## src/rtl/pc_fetch_ctrl_if.sv

```systemverilog
// rtl/pc_fetch_ctrl_if.sv - instruction memory fetch bus between IF stage and imem
//
// Purpose: carries one fetch request/response handshake.
// Signals:
//   imem_req    master->slave  fetch request, held until imem_ready
//   imem_addr   master->slave  word-aligned fetch address, stable while pending
//   imem_ready  slave->master  response valid; completes the current request
//   imem_rdata  slave->master  instruction word returned with imem_ready
// Modports:
//   master  fetch controller side
//   slave   instruction memory side

interface pc_fetch_ctrl_if;
    logic        imem_req;
    logic [31:0] imem_addr;
    logic        imem_ready;
    logic [31:0] imem_rdata;

    modport master (
        output imem_req,
        output imem_addr,
        input  imem_ready,
        input  imem_rdata
    );

    modport slave (
        input  imem_req,
        input  imem_addr,
        output imem_ready,
        output imem_rdata
    );
endinterface

```

## src/rtl/pc_fetch_ctrl.sv

```systemverilog
// rtl/pc_fetch_ctrl.sv - program counter and IF-stage fetch handshake controller
//
// Purpose: owns the PC, issues instruction fetches, accepts redirects from EX,
// drains an in-flight fetch made stale by a redirect, and hands (pc, instr)
// pairs to the IF/ID register.
// Parameters:
//   RESET_PC        PC loaded on reset
// Ports:
//   clk             system clock, rising edge
//   rst             synchronous reset, active-high
//   stall_i         hold the PC and do not hand off a completed fetch
//   redir_valid_i   redirect taken this cycle
//   redir_target_i  redirect target address
//   imem            fetch bus (master modport): req/addr out, ready/rdata in
//   if_valid_o      if_pc_o/if_instr_o valid for IF/ID (registered)
//   if_pc_o         PC of the delivered instruction
//   if_instr_o      delivered instruction word
//   flush_o         kill IF/ID contents this cycle (combinational)
//   misalign_o      one-cycle pulse: accepted redirect target had [1:0] != 0
//   pc_o            current PC

module pc_fetch_ctrl #(
    parameter logic [31:0] RESET_PC = 32'h0000_0000
) (
    input  logic                   clk,
    input  logic                   rst,
    input  logic                   stall_i,
    input  logic                   redir_valid_i,
    input  logic [31:0]            redir_target_i,
    pc_fetch_ctrl_if.master        imem,
    output logic                   if_valid_o,
    output logic [31:0]            if_pc_o,
    output logic [31:0]            if_instr_o,
    output logic                   flush_o,
    output logic                   misalign_o,
    output logic [31:0]            pc_o
);

    typedef enum logic [1:0] {
        S_IDLE  = 2'd0,
        S_FETCH = 2'd1,
        S_DRAIN = 2'd2
    } state_t;

    state_t      state_q, state_d;
    logic [31:0] pc_q, pc_d;
    logic [31:0] pending_q, pending_d;
    logic        if_valid_q, if_valid_d;
    logic [31:0] if_pc_q, if_pc_d;
    logic [31:0] if_instr_q, if_instr_d;
    logic        misalign_q, misalign_d;
    logic        req;

    // Targets are forced onto a word boundary; the low bits only feed the
    // misalign pulse.
    logic [31:0] redir_aligned;
    logic        redir_misaligned;

    assign redir_aligned    = {redir_target_i[31:2], 2'b00};
    assign redir_misaligned = |redir_target_i[1:0];

    // ------------------------------------------------------------------
    // State register
    // ------------------------------------------------------------------
    always_ff @(posedge clk) begin
        if (rst) begin
            state_q    <= S_IDLE;
            pc_q       <= RESET_PC;
            pending_q  <= 32'h0000_0000;
            if_valid_q <= 1'b0;
            if_pc_q    <= 32'h0000_0000;
            if_instr_q <= 32'h0000_0000;
            misalign_q <= 1'b0;
        end else begin
            state_q    <= state_d;
            pc_q       <= pc_d;
            pending_q  <= pending_d;
            if_valid_q <= if_valid_d;
            if_pc_q    <= if_pc_d;
            if_instr_q <= if_instr_d;
            misalign_q <= misalign_d;
        end
    end

    // ------------------------------------------------------------------
    // Next-state and output logic
    // ------------------------------------------------------------------
    always_comb begin
        state_d    = state_q;
        pc_d       = pc_q;
        pending_d  = pending_q;
        if_valid_d = 1'b0;
        if_pc_d    = if_pc_q;
        if_instr_d = if_instr_q;
        misalign_d = 1'b0;
        req        = 1'b0;

        case (state_q)
            S_IDLE: begin
                // One quiet cycle after reset before the first request.
                state_d = S_FETCH;
            end

            S_FETCH: begin
                req = 1'b1;
                if (redir_valid_i) begin
                    // Redirect wins over stall and over a completing fetch.
                    misalign_d = redir_misaligned;
                    if (imem.imem_ready) begin
                        // Response belongs to the wrong path: drop it.
                        pc_d = redir_aligned;
                    end else begin
                        // The request must finish at its current address before
                        // the PC may move, so park the target.
                        pending_d = redir_aligned;
                        state_d   = S_DRAIN;
                    end
                end else if (imem.imem_ready && !stall_i) begin
                    if_valid_d = 1'b1;
                    if_pc_d    = pc_q;
                    if_instr_d = imem.imem_rdata;
                    pc_d       = pc_q + 32'd4;
                end
                // Stalled ready responses fall through: PC holds, and the same
                // address is simply fetched again once the stall lifts.
            end

            S_DRAIN: begin
                req = 1'b1;
                if (redir_valid_i) begin
                    // Latest redirect wins.
                    pending_d  = redir_aligned;
                    misalign_d = redir_misaligned;
                end
                if (imem.imem_ready) begin
                    // Stale response completes; discard it and jump.
                    pc_d    = redir_valid_i ? redir_aligned : pending_q;
                    state_d = S_FETCH;
                end
            end

            default: begin
                state_d = S_IDLE;
            end
        endcase
    end

    // ------------------------------------------------------------------
    // Outputs
    // ------------------------------------------------------------------
    assign imem.imem_req  = req;
    assign imem.imem_addr = pc_q;

    assign flush_o    = !rst && redir_valid_i && (state_q != S_IDLE);
    assign if_valid_o = if_valid_q;
    assign if_pc_o    = if_pc_q;
    assign if_instr_o = if_instr_q;
    assign misalign_o = misalign_q;
    assign pc_o       = pc_q;

endmodule

```

## src/flat_wrapper.sv

```systemverilog
// flat-port wrapper written by rule: the top's interface ports become plain ports
module pc_fetch_ctrl_flat 
#(
    parameter logic [31:0] RESET_PC = 32'h0000_0000
)
  (clk, rst, stall_i, redir_valid_i, redir_target_i, if_valid_o, if_pc_o, if_instr_o, flush_o, misalign_o, pc_o, imem_imem_req, imem_imem_addr, imem_imem_ready, imem_imem_rdata);
  pc_fetch_ctrl_if imem_i ();
  input  logic clk;
  input  logic rst;
  input  logic stall_i;
  input  logic redir_valid_i;
  input  logic [31:0] redir_target_i;
  output logic if_valid_o;
  output logic [31:0] if_pc_o;
  output logic [31:0] if_instr_o;
  output logic flush_o;
  output logic misalign_o;
  output logic [31:0] pc_o;
  output wire logic [$bits(imem_i.imem_req)-1:0] imem_imem_req;
  output wire logic [$bits(imem_i.imem_addr)-1:0] imem_imem_addr;
  input wire logic [$bits(imem_i.imem_ready)-1:0] imem_imem_ready;
  input wire logic [$bits(imem_i.imem_rdata)-1:0] imem_imem_rdata;
  assign imem_imem_req = imem_i.imem_req;
  assign imem_imem_addr = imem_i.imem_addr;
  assign imem_i.imem_ready = imem_imem_ready;
  assign imem_i.imem_rdata = imem_imem_rdata;
  pc_fetch_ctrl #(.RESET_PC(RESET_PC)) u_core (.clk(clk), .rst(rst), .stall_i(stall_i), .redir_valid_i(redir_valid_i), .redir_target_i(redir_target_i), .imem(imem_i), .if_valid_o(if_valid_o), .if_pc_o(if_pc_o), .if_instr_o(if_instr_o), .flush_o(flush_o), .misalign_o(misalign_o), .pc_o(pc_o));
endmodule
```

## config.mk

```make
export PLATFORM = sky130hd
export DESIGN_NAME = pc_fetch_ctrl_flat
export DESIGN_NICKNAME = d
export VERILOG_FILES = /design/src/rtl/pc_fetch_ctrl_if.sv /design/src/rtl/pc_fetch_ctrl.sv /design/src/flat_wrapper.sv
export SDC_FILE = /design/constraint.sdc
export NUM_CORES = 1
export LEC_CHECK = 0
export CORE_ASPECT_RATIO = 0.6
export CORE_UTILIZATION = 41
export DETAILED_ROUTE_END_ITERATION = 6
export HOLD_SLACK_MARGIN = 0.06
export PLACE_DENSITY = 0.73
export SYNTH_ARGS = -nofsm -noshare
export SYNTH_HDL_FRONTEND = slang
export SYNTH_SLANG_ARGS = --single-unit
```

## constraint.sdc

```tcl
create_clock -name clk -period 2.2 [get_ports clk]
set_input_delay 0.44 -clock clk [delete_from_list [all_inputs] [get_ports clk]]
set_output_delay 0.44 -clock clk [all_outputs]
set_load 0.1 [all_outputs]
```

After elaboration in Yosys (flattened, before gate mapping)
Cells that the tools add are included.
Widths: inputs -> output; s select.
- flip-flop bits (word level): 132
- latch bits: 0
- bits in writable memories: 0
- ROM bits: 0
- word-level logic and storage cells: 49
- memories kept: 0
- add/subtract/negate cells: 1
- $mul: 0
- div/mod/pow operators: 0
- order comparisons: 0
- equality and inequality tests: 7
- shifts and indexed selects: 0
- muxes and demuxes: 15
- bitwise operators: 3
- reduce and logical (&&, ||, !) cells: 16
- operators by type and width (cell ; number):
    $mux 32 ; 7
    $pmux 32 s2 ; 2
    $add 32x3->32 const B ; 1
    $reduce_and 3->1 ; 3
    $mux 2 ; 3
    $ne 2x2->1 const B ; 3
    $pmux 2 s3 ; 1
    $reduce_or 3->1 ; 2
    $reduce_and 4->1 ; 1
    $reduce_bool 2->1 ; 2
    $reduce_or 2->1 ; 2
    $logic_and 1x1->1 ; 3
    $ne 3x2->1 const B ; 1
    $ne 3x3->1 const B ; 1
    $not 1->1 ; 3
    $eq 2x1->1 const B ; 1
    $eq 2x2->1 const B ; 1
    $logic_not 1->1 ; 2
    $logic_not 2->1 ; 1
    $mux 1 ; 2

Longest topological paths before layout
Gate-level depths: netlist (run 1).
- depth after elaboration: 5
- depth in mapped cells: 10
- mapped depth without buffers: 7

Worst setup path after synthesis (run 1)
No wires, ideal clock.
- kind: input port to output port
- start point: in redir_valid_i
- end point: out flush_o
- data arrival time: 3149 ps
- data required time: 1760 ps
- setup slack: -1389 ps
- stages on the path: 4
- path through: clkbuf_1 > clkinv_1 > clkbuf_1 > nor3_1
- word-level cells in the longest chain between the ends: 2
- ends and longest elaborated chain (item ; RTL line ; RTL):
    start: declaration ; flat_wrapper.sv:11 ; input logic redir_valid_i;
    $logic_and 1x1->1 (2 in series) ; pc_fetch_ctrl.sv:154 ; assign flush_o = !rst && redir_valid_i && (state_q != S_IDLE);
    end: declaration ; flat_wrapper.sv:16 ; output logic flush_o;
Every way passes these cells.

Worst setup path after layout (run 1)
- start point: reg u_core.pc_q[3], in the netlist u_core.imem.imem_addr[3]
- end point: reg u_core.pc_q[27], in the netlist u_core.imem.imem_addr[27]
- word-level cells in the longest chain between the ends: 4
- ends and longest elaborated chain (item ; RTL line ; RTL):
    start: declaration ; pc_fetch_ctrl.sv:46 ; logic [31:0] pc_q, pc_d;
    start signal: assignment ; pc_fetch_ctrl.sv:76 ; pc_q <= pc_d;
    $add 32x3->32 ; pc_fetch_ctrl.sv:122 ; pc_d = pc_q + 32'd4;
    $mux 32 ; pc_fetch_ctrl.sv:118 ; end else if (imem.imem_ready && !stall_i) begin
    $mux 32 ; pc_fetch_ctrl.sv:106 ; if (redir_valid_i) begin
    $pmux 32 s2 ; pc_fetch_ctrl.sv:98 ; case (state_q)
Every way passes these cells. The select of a mux whose other input is x is not followed.
A chain may end at the register's enable or synchronous reset.

==> impl_results.md, run 1 <==
* Status: finished, final reports clean
* Worst relative slew slack at 59.25%
* Die area at around 0.015 sq mm
* Area growth syn-to-layout at 42.97%
* Cell variety after synth at 58
* Initial antenna violation count at 0
* Final GP Congestion at ~0.93
* Yosys top cell by area: dfxtp_1
* Global-route met1 utilization at between 30% and 40%
* Synthesized area at just over 0.006 sq mm
* Worst hold path class: flop to flop
* DRC viols at 0
* Total number of vias at ~6,500
* Fin. Hold Viols at 0
* Placed Instances at between 1,000 and 1,500
* Grt ovf at 0
* Row cnt at 34
* Worst hold path depth at 2
* Syn Area/Cell at roughly 7.5 sq um
* Inserted Clock Buffers at 17
* DR vias/cell at 5.413
* Critical Path Source Type: flop
* WL final at between 15 and 20 mm
* CTS H-tree depth at 4
* Wire per inst at ~16 um
* VDD IR max at between 0.6 and 0.7 mV
* Vias in the first global route at about 5,700
* Hpwl dp at 14.29 mm
* Synth top area cells: dfxtp_1 (43%), nand2_1 (15%), a21oi_1 (10%)
* Final Core Density at 60.15%
* Root Driver: clkbuf_16
* Clk pin slew, worst setup/hold paths at approximately 0.06 ns
* Post-synth EDFFs at 0
* Final TNS setup at 0 ns
* Final setup fails at 0
* CTS Buffer Depth at 2
* Crit path kind: flop to flop
* Die W at approximately 160 um
* Worst-Skew Late Latency at roughly 0.41 ns
* First-pass GRT wire length at roughly 31 mm
* Pin count of the biggest net entering global routing at 60
* GRT busiest layer: met1
* RSZ-0062 raised after global routing: no
* Total GRT Usage at 26.09%
* Hold-fix buffers, CTS at 0
* Area of the core at around 0.015 sq mm
* R2R Path Start: u_core.imem.imem_addr[3]$_SDFFE_PP0P_
* Fin cells at ~1,200
* Yosys reg bits at between 100 and 150
* Pwr per Cell Area at just under 1000 mW/mm^2
* Hold slack at between 0.4 and 0.5 ns
* Max-cap violations at 0
* Fin crit period at about 2 ns
* R2r setup slk at between 0.15 and 0.2 ns
* Antenna cells at 0
* Worst slew pin tran at 0.6048 ns
* Post-Route Skew at between 0.01 and 0.015 ns
* Ports at 201
* Clk sinks at about 130
* Crit share post-route at about nine tenths
* Layout Nets at roughly 1,100
* Top FF cell, synth: dfxtp_1
* Crit-path max FO at 8
* Grt met3 use at 7.341%
* Initial Util at between 40% and 50%
* Reg2reg end: u_core.imem.imem_addr[27]$_SDFFE_PP0P_
* Cells on worst reg2reg path at 6
* Die H at slightly below 100 um
* Post-synth ARST share at 0%
* Seq/Total Area, Yosys at 43.30%
* Synth Net Count at 890
* CTS tree: yes
* Synth Warn # at 0
* Area fraction of the dominant cell type after synthesis at approximately 43%
* Most frequent cells in the layout: nand2_1 (248), buf_4 (181), a21oi_1 (126)
* Syn Inst Count at 817
* Required @ worst endpoint at 2.49 ns
* Slew Limit Fails at 0
* Setup crit end kind: flop
* Met2 GRT Util at 36.90%
* Fmax at roughly 0.5 GHz
* Worst hold start: u_core.pending_q[30]$_SDFFE_PP0P_
* Lkg Pwr at approximately 3.5 nW
* Starting DRT DRC Count at 497
* Min-Delay Endpoint: u_core.pending_q[30]$_SDFFE_PP0P_
* Worst Path Arrival at ~2.3 ns
* Pwr Total at around 0.0085 W
* Layout cells sized above 1 at 26.01%
* Most common cell after layout, fill and taps aside: nand2_1
* Number of nets with antenna violations after routing at 0
* Input/output buffers at 200
* DR pass1 iterations at 5
[worst max path at each step]
stage / from / end / slack (ns) / depth (start not counted)
6_report: u_core.imem.imem_addr[3]$_SDFFE_PP0P_ / u_core.imem.imem_addr[27]$_SDFFE_PP0P_ / 0.19 / 6
5_1_grt: u_core.state_q[0]$_SDFFE_PP0P_ / u_core.imem.imem_addr[27]$_SDFFE_PP0P_ / 0.03 / 8
4_1_cts: redir_valid_i / flush_o / 0.22 / 5
3_5_place_dp: redir_valid_i / u_core.if_pc_o[12]$_SDFFE_PP0P_ / -0.04 / 7
3_3_place_gp: redir_valid_i / flush_o / -0.004 / 5
2_1_floorplan: redir_valid_i / flush_o / -0.15 / 4
[layer usage]
layer / routed length [um] / part of all wire [%]
met5: 0 / 0
met4: 204 / 1.0
met3: 2186 / 11
met2: 8039 / 40
met1: 9442 / 48
[kinds of logic (layout without fill, tap and decap cells)]
| kind of cell | Yosys count | after routing | share of synthesized area [%] |
|---|---|---|---|
| and+or+nand+nor | 354 | 354 | 25.69 |
| adders and majority gates | 4 | 4 | 0.8200 |
| muxes | 7 | 7 | 1.148 |
| DFF | 132 | 132 | 43.30 |
| xor gates and xnor gates | 1 | 1 | 0.1435 |
| buffers and inverters | 105 | 299 | 8.713 |
| AOI/OAI and AO/OA | 214 | 214 | 20.19 |
[worst max-delay path, cell delays in order, from the launching register on]
cell     delay, ns
dfxtp_4       0.34
buf_4         0.16
nand4_1       0.24
or4_4         0.66
nor3_2        0.15
mux2i_1       0.23
o22ai_1       0.10
[cell type report]
class	count	area, sq um
tap	198	247.7
fill	1362	5781
clock buffer	21	481.7
clock inverter	10	97.59
inverter	11	41.29
timing repair buffer	257	2208
multi-input combinational	580	2954
sequential	132	2695
[synth_stat cells, types with 4 or more instances]
cell        n
a211oi_1    4
a21oi_1   126
a31oi_1     5
and3_1     11
buf_1       7
buf_2       8
buf_4      32
clkbuf_1   46
dfxtp_1   132
ha_1        4
inv_1      10
mux2i_1     7
nand2_1   248
nand3_1    16
nand4_1    11
nor2_1     30
nor3_1      7
nor4_1      8
o211ai_1   13
o21ai_0    33
o22ai_1     5
[registers in the layout, indices dropped and copies added, names as in the netlist]
name	cells
u_core.if_instr_o	32
u_core.if_pc_o	32
u_core.imem.imem_addr	32
u_core.pending_q	32
u_core.state_q	2
u_core.if_valid_o	1
u_core.misalign_o	1
[through the flow]
step	setup WS (ns)	instance area (sq um)
CTS	0.2202	8726
finish	0.1943	8726
global route	0.02791	8726
global placement	-0.004121	8148
floorplan	-0.1465	6180
detailed placement	-0.04001	8148
[power by group]
group          switching (W)  internal [W]
logic                0.00219      0.000759
clock network        0.00109       0.00168
registers           0.000226       0.00259
[timing repair]
item / in CTS / in global routing
buffers inserted: 0 / 0
gates resized for setup: 1 / 0
setup endpoints to repair: 1 / 0
Power figures use the tool's default switching activity.
==> run 2, diff against run 1 <==
==> constraint.sdc (replaced) <==
create_clock -name clk -period 1.96 [get_ports clk]
set_input_delay 0.392 -clock clk [delete_from_list [all_inputs] [get_ports clk]]
set_output_delay 0.392 -clock clk [all_outputs]
set_load 0.1 [all_outputs]
==> run 2 against run 1 <==
  * Sequential power is 13% higher
  * Wire length is 3.3% higher
  * Hold slack worse by 0.048 ns
  * Cell area is 11% higher
  * Largest cell class is now buffers
  * Highest routed layer unchanged
==> impl_results.md, run 2 (synthesized netlist as in run 1, its figures left out) <==
* Status: finished, final reports clean
* WL final at slightly above 20 mm
* Final GP Congestion at between 0.9 and 1
* Ports at approximately 200
* Crit share post-route at between 90 and 100%
* Row cnt at 34
* Worst Path Arrival at between 2 and 2.5 ns
* Area of the core at approximately 0.015 sq mm
* Cells on worst reg2reg path at 9
* CTS Buffer Depth at 2
* Worst-Skew Late Latency at roughly 0.42 ns
* Antenna cells at 0
* Number of nets with antenna violations after routing at 0
* Lkg Pwr at around 3.8 nW
* Final Cell Area at about 0.0097 sq mm
* DR vias/cell at 5.399
* Initial antenna violation count at 0
* Fin. Hold Viols at 0
* Most used cell, CP: buf_4
* Min-Delay Endpoint: u_core.imem.imem_addr[1]$_SDFFE_PP0P_
* DR pass1 iterations at 6
* Fin crit period at between 1.5 and 2 ns
* Most frequent cells in the layout: nand2_1 (248), buf_4 (143), a21oi_1 (126)
* Layout cells sized above 1 at 29.19%
* Crit-path cells: inv_2, ha_4, and2_4, buf_4, a22oi_2, buf_12, buf_4, a21oi_1, nor3_1
* Placed Instances at between 1,000 and 1,500
* CTS tree: yes
* Die area at 0.01539 sq mm
* DRC viols at 0
* Setup crit end kind: flop
* VDD IR max at 0.6289 mV
* First-pass GRT wire length at about 31 mm
* Placed inst area at approximately 0.0090 sq mm
* Final setup fails at 0
* Most common cell after layout, fill and taps aside: nand2_1
* Clk sinks at ~130
* Total number of vias at 6,635
* Starting DRT DRC Count at 724
* Initial Util at a little over two fifths
* R2R Path Start: u_core.state_q[1]$_SDFFE_PP0P_
* Hpwl dp at ~15 mm
* Grt ovf at 0
* Hold-fix buffers, CTS at 0
* Fin cells at between 1,000 and 1,500
* Post-Route Skew at between 0.01 and 0.015 ns
* Clk pin slew, worst setup/hold paths at about 0.070 ns
* Layout Nets at around 1,100
* Area growth syn-to-layout at 58.55%
* Reg2reg end: u_core.imem.imem_addr[9]$_SDFFE_PP0P_
* Slew Limit Fails at 0
* Max-cap violations at 0
* CTS H-tree depth at 4
* R2r setup slk at approximately 0.022 ns
* Crit-path max FO at 24
* Worst relative slew slack at 70.18%
* Vias in the first global route at approximately 5,900
* Root Driver: clkbuf_16
* Input/output buffers at 200
* Total GRT Usage at a little over a quarter
* Worst hold start: rst
* Pwr per Cell Area at 1056 mW/mm^2
* Die W at between 150 and 200 um
* Fmax at around 0.52 GHz
* Critical Path Source Type: flop
* Required @ worst endpoint at around 2.3 ns
* Crit path kind: flop to flop
* Die H at 96.51 um
* CP max stage cell: dfxtp_2
* Worst hold path depth at 2
* Slowest stage delay, CP at 0.35 ns
* Inserted Clock Buffers at 17
* Worst slew pin tran at between 0.4 and 0.5 ns
* Worst hold path class: input pin to flop
* Pin count of the biggest net entering global routing at between 50 and 60
* Wire per inst at between 15 and 20 um
[run 2: critical path, delay by kind of cell (launching register included)]
kind / cells / cell delay (ns)
compound gates: 2 / 0.30
fa+ha+maj: 1 / 0.28
buf+inv: 4 / 0.53
flops: 1 / 0.35
simple gates: 2 / 0.37
[run 2: how the worst max path moves through the flow]
stage | start | endpoint | slack, ns | cells after the start
5_1_grt | u_core.state_q[1]$_SDFFE_PP0P_ | u_core.imem.imem_addr[15]$_SDFFE_PP0P_ | -0.003 | 9
4_1_cts | u_core.state_q[0]$_SDFFE_PP0P_ | u_core.imem.imem_addr[14]$_SDFFE_PP0P_ | 0.005 | 6
2_1_floorplan | u_core.state_q[0]$_SDFFE_PP0P_ | u_core.imem.imem_addr[31]$_SDFFE_PP0P_ | -0.05 | 8
3_3_place_gp | redir_valid_i | u_core.imem.imem_addr[14]$_SDFFE_PP0P_ | -0.21 | 6
6_report | u_core.state_q[1]$_SDFFE_PP0P_ | u_core.imem.imem_addr[9]$_SDFFE_PP0P_ | 0.02 | 9
3_5_place_dp | redir_valid_i | u_core.imem.imem_addr[14]$_SDFFE_PP0P_ | -0.29 | 6
[run 2: final cells by class]
cell class                 count  area [sq um]
inverter                      11         50.05
sequential                   132          2738
multi-input combinational    580          3035
tap                          198         247.7
fill                        1231          4830
clock inverter                15         133.9
timing repair buffer         276          3047
clock buffer                  17         425.4
[run 2: timing repair]
| item | CTS | global route |
|---|---|---|
| gates resized for setup | 3 | 10 |
| cloned | 0 | 0 |
| buffers inserted | 1 | 6 |
| pin swaps | 1 | 3 |
| endpoints found under the setup margin | 1 | 16 |
[run 2: per-layer routing]
layer  global-route usage (%)  part of all wire [%]
met2                    39.19                    42
met5                        0                     0
met1                    35.76                    45
met3                    8.237                    11
met4                    8.253                   1.5
[run 2: per-stage QoR]
| stage | power (W) | util, % | setup slack [ns] | setup TNS, ns | hold WS (ns) |
|---|---|---|---|---|---|
| 2_1_floorplan | 0.005700 | - | -0.05273 | -0.1572 | 0.4312 |
| 3_3_place_gp | 0.007062 | 61.97 | -0.2116 | -9.720 | 0.4394 |
| 3_5_place_dp | 0.007103 | 61.97 | -0.2906 | -12.86 | 0.4422 |
| 4_1_cts | 0.01018 | 65.92 | 0.005368 | 0 | 0.3869 |
| 5_1_grt | 0.01055 | 66.71 | -0.003028 | -0.003028 | 0.4091 |
| 6_report | 0.01022 | 66.71 | 0.02217 | 0 | 0.3994 |
[run 2: power breakdown]
group / internal (W) / switching (W) / leakage [nW] / total [W]
clock network: 0.00168 / 0.00140 / 0.278 / 0.00307
logic: 0.00139 / 0.00258 / 2.42 / 0.00396
registers: 0.00291 / 0.000273 / 1.09 / 0.00318
total: 0.00597 / 0.00424 / 3.79 / 0.0102
==> run 3, diff against run 2 <==
--- a/config.mk
+++ b/config.mk
@@ -10,6 +10,7 @@
 export DETAILED_ROUTE_END_ITERATION = 6
 export HOLD_SLACK_MARGIN = 0.06
 export PLACE_DENSITY = 0.73
+export RECOVER_POWER = 100
 export SYNTH_ARGS = -nofsm -noshare
 export SYNTH_HDL_FRONTEND = slang
 export SYNTH_SLANG_ARGS = --single-unit
==> run 3 against run 2 <==
  * The run now ends with DRC, setup timing left
  * Setup slack worse by 0.030 ns
  * Sequential share of layout area is 2.6 points higher
  * First-iteration DRC count is 4.7% higher
  * Highest routed layer unchanged
  * Sequential power hardly changed
  * Largest cell class is now multi-input gates
  * Final cell count stayed put
  * Sequential cell count stayed put
==> impl_results.md, run 3 (synthesized netlist as in run 1, its figures left out) <==
* Most common cell after layout, fill and taps aside: nand2_1
* Clk sinks at ~130
* Lkg Pwr at roughly 3.5 nW
* Setup crit end kind: flop
* DR pass1 iterations at 7
* Fin. Hold Viols at 0
* Slew Limit Fails at 0
* Final setup fails at 1
* Clk pin slew, worst setup/hold paths at ~0.07 ns
* Critical Path Source Type: flop
* Pin count of the biggest net entering global routing at 58
* Crit share post-route at 100.4%
* Layout Nets at about 1,100
* CTS tree: yes
* Input/output buffers at 200
* Antenna cells at 0
* Row cnt at 34
* Clock power frac at about a third
* Fin crit period at roughly 2.0 ns
* Most frequent cells in the layout: nand2_1 (248), a21oi_1 (127), clkbuf_2 (109)
* CP max stage cell: dfxtp_2
* Crit-path max FO at 24
* Crit-path cells: inv_2, ha_4, and2_4, clkbuf_4, a22oi_2, buf_12, buf_4, a21oi_1, nor3_1
* Switch Pwr at about 0.0042 W
* Pwr Total at a little under 0.01 W
* Hold-fix buffers, CTS at 0
* Internal at around 0.0056 W
* Max-cap violations at 0
* Required @ worst endpoint at between 2 and 2.5 ns
* CTS H-tree depth at 4
* Initial antenna violation count at 0
* Pwr per Cell Area at ~1100 mW/mm^2
* Final Core Density at a little over 60%
* Layout cells sized above 1 at 28.61%
* WL final at between 20 and 25 mm
* Fillers at between 1,000 and 1,500
* Dpl ws at -0.2906 ns
* Worst hold path class: flop to flop
* Worst slew pin tran at approximately 0.85 ns
* Final GP Congestion at 0.9467
* Fin worst setup slack at -0.008211 ns
* Vias in the first global route at a little under 6,000
* Sw frac at 42.87%
* DRC viols at 1
* Total number of vias at ~6,600
* Die W at between 150 and 200 um
* Hpwl dp at 14.53 mm
* Inserted Clock Buffers at 17
* Grt ovf at 0
* VDD IR max at roughly 0.63 mV
* Worst Path Arrival at 2.28 ns
* Total GRT Usage at a little over a quarter
* Combinational share of power at approximately 36%
* Crit path kind: flop to flop
* DR vias/cell at between 5 and 6
* Area of the core at about 0.015 sq mm
* Slowest stage delay, CP at 0.35 ns
* Root Driver: clkbuf_16
* Worst-Skew Late Latency at 0.42 ns
* Initial Util at between 40 and 50%
* Failing checks: DRC, setup timing
* Area growth syn-to-layout at 45.20%
* Die area at between 0.015 and 0.02 sq mm
* Status: complete, but fails checks
* Sequential group share of total power at about a third
* Starting DRT DRC Count at 758
* Wire per inst at approximately 17 um
* Fmax at between 0.5 and 0.6 GHz
* Post-Route Skew at between 0.01 and 0.015 ns
* Die H at 96.51 um
* CTS Buffer Depth at 2
* Number of nets with antenna violations after routing at 0
* Ports at roughly 200
* Worst relative slew slack at ~43%
* First-pass GRT wire length at between 30 and 40 mm
* RSZ-0062 raised after global routing: no
==> run 3: cell types whose count changed in the layout (fill, tap and decap cells not counted), moves of 3 or more <==
cell and delta:
buf_12 -39, buf_2 +6, buf_4 -85, clkbuf_1 +4
clkbuf_2 +109, clkbuf_4 +5, nor3_2 +3, nor3_4 -3
==> run 3: area by class of cell <==
type | instances | area (sq um) | share of cell area (%)
clock buffer | 17 | 425.4 | 4.800
clock inverter | 15 | 133.9 | 1.511
inverter | 11 | 50.05 | 0.5647
multi-input combinational | 580 | 3012 | 33.98
sequential | 132 | 2738 | 30.89
tap | 198 | 247.7 | 2.795
timing repair buffer | 276 | 2256 | 25.46
==> run 3: metrics by stage <==
stage / hold WS, ns / cell area (sq um) / cells / setup TNS, ns
3_3_place_gp: 0.4394 / 8990 / 1190 / -9.720
6_report: 0.4504 / 8862 / 1229 / -0.008211
5_1_grt: 0.4738 / 8862 / 1229 / 0
3_5_place_dp: 0.4422 / 8990 / 1190 / -12.86
2_1_floorplan: 0.4312 / 6309 / 817 / -0.1572
4_1_cts: 0.3869 / 9563 / 1223 / 0
==> run 3: path summary, 6_finish.rpt <==
| check | start | to | slack, ns | cells past startpoint |
|---|---|---|---|---|
| worst max-delay path | u_core.state_q[1]$_SDFFE_PP0P_ | u_core.imem.imem_addr[9]$_SDFFE_PP0P_ | -0.008 | 9 |
| worst max register to register | u_core.state_q[1]$_SDFFE_PP0P_ | u_core.imem.imem_addr[9]$_SDFFE_PP0P_ | -0.008 | 9 |
| worst min register to register | u_core.pending_q[24]$_SDFFE_PP0P_ | u_core.pending_q[24]$_SDFFE_PP0P_ | 0.45 | 2 |
| worst min-delay path | u_core.pending_q[24]$_SDFFE_PP0P_ | u_core.pending_q[24]$_SDFFE_PP0P_ | 0.45 | 2 |
==> run 3: power by group through the flow <==
stage               clock network, W  logic, W  registers, W
global route                 0.00324   0.00368       0.00318
detailed placement                 0   0.00386       0.00324
finish                       0.00308   0.00354       0.00315
CTS                          0.00312   0.00388       0.00318
global placement                   0   0.00383       0.00323
floorplan                          0   0.00169       0.00402
==> run 3: routing by layer <==
layer | wire, um | global-route usage [%] | part of all wire (%)
met5 | 0 | 0 | 0
met4 | 301 | 8.253 | 1.5
met3 | 2291 | 8.237 | 11
met2 | 8659 | 39.19 | 42
met1 | 9327 | 35.76 | 45
==> run 3: worst max-delay path: cells and delay by family, from the launching register on <==
| family | cells | cell delay, ns |
|---|---|---|
| buffers and inverters | 4 | 0.54 |
| and+or+nand+nor | 2 | 0.40 |
| DFF | 1 | 0.35 |
| AOI/OAI and AO/OA | 2 | 0.29 |
| adders and majority gates | 1 | 0.27 |
==> run 3: what timing repair did <==
action	4_1_cts	5_1_grt
endpoints found under the hold margin	0	0
gates resized for setup	3	10
setup buffers	1	6
pin swaps	1	3
endpoints found under the setup margin	1	16
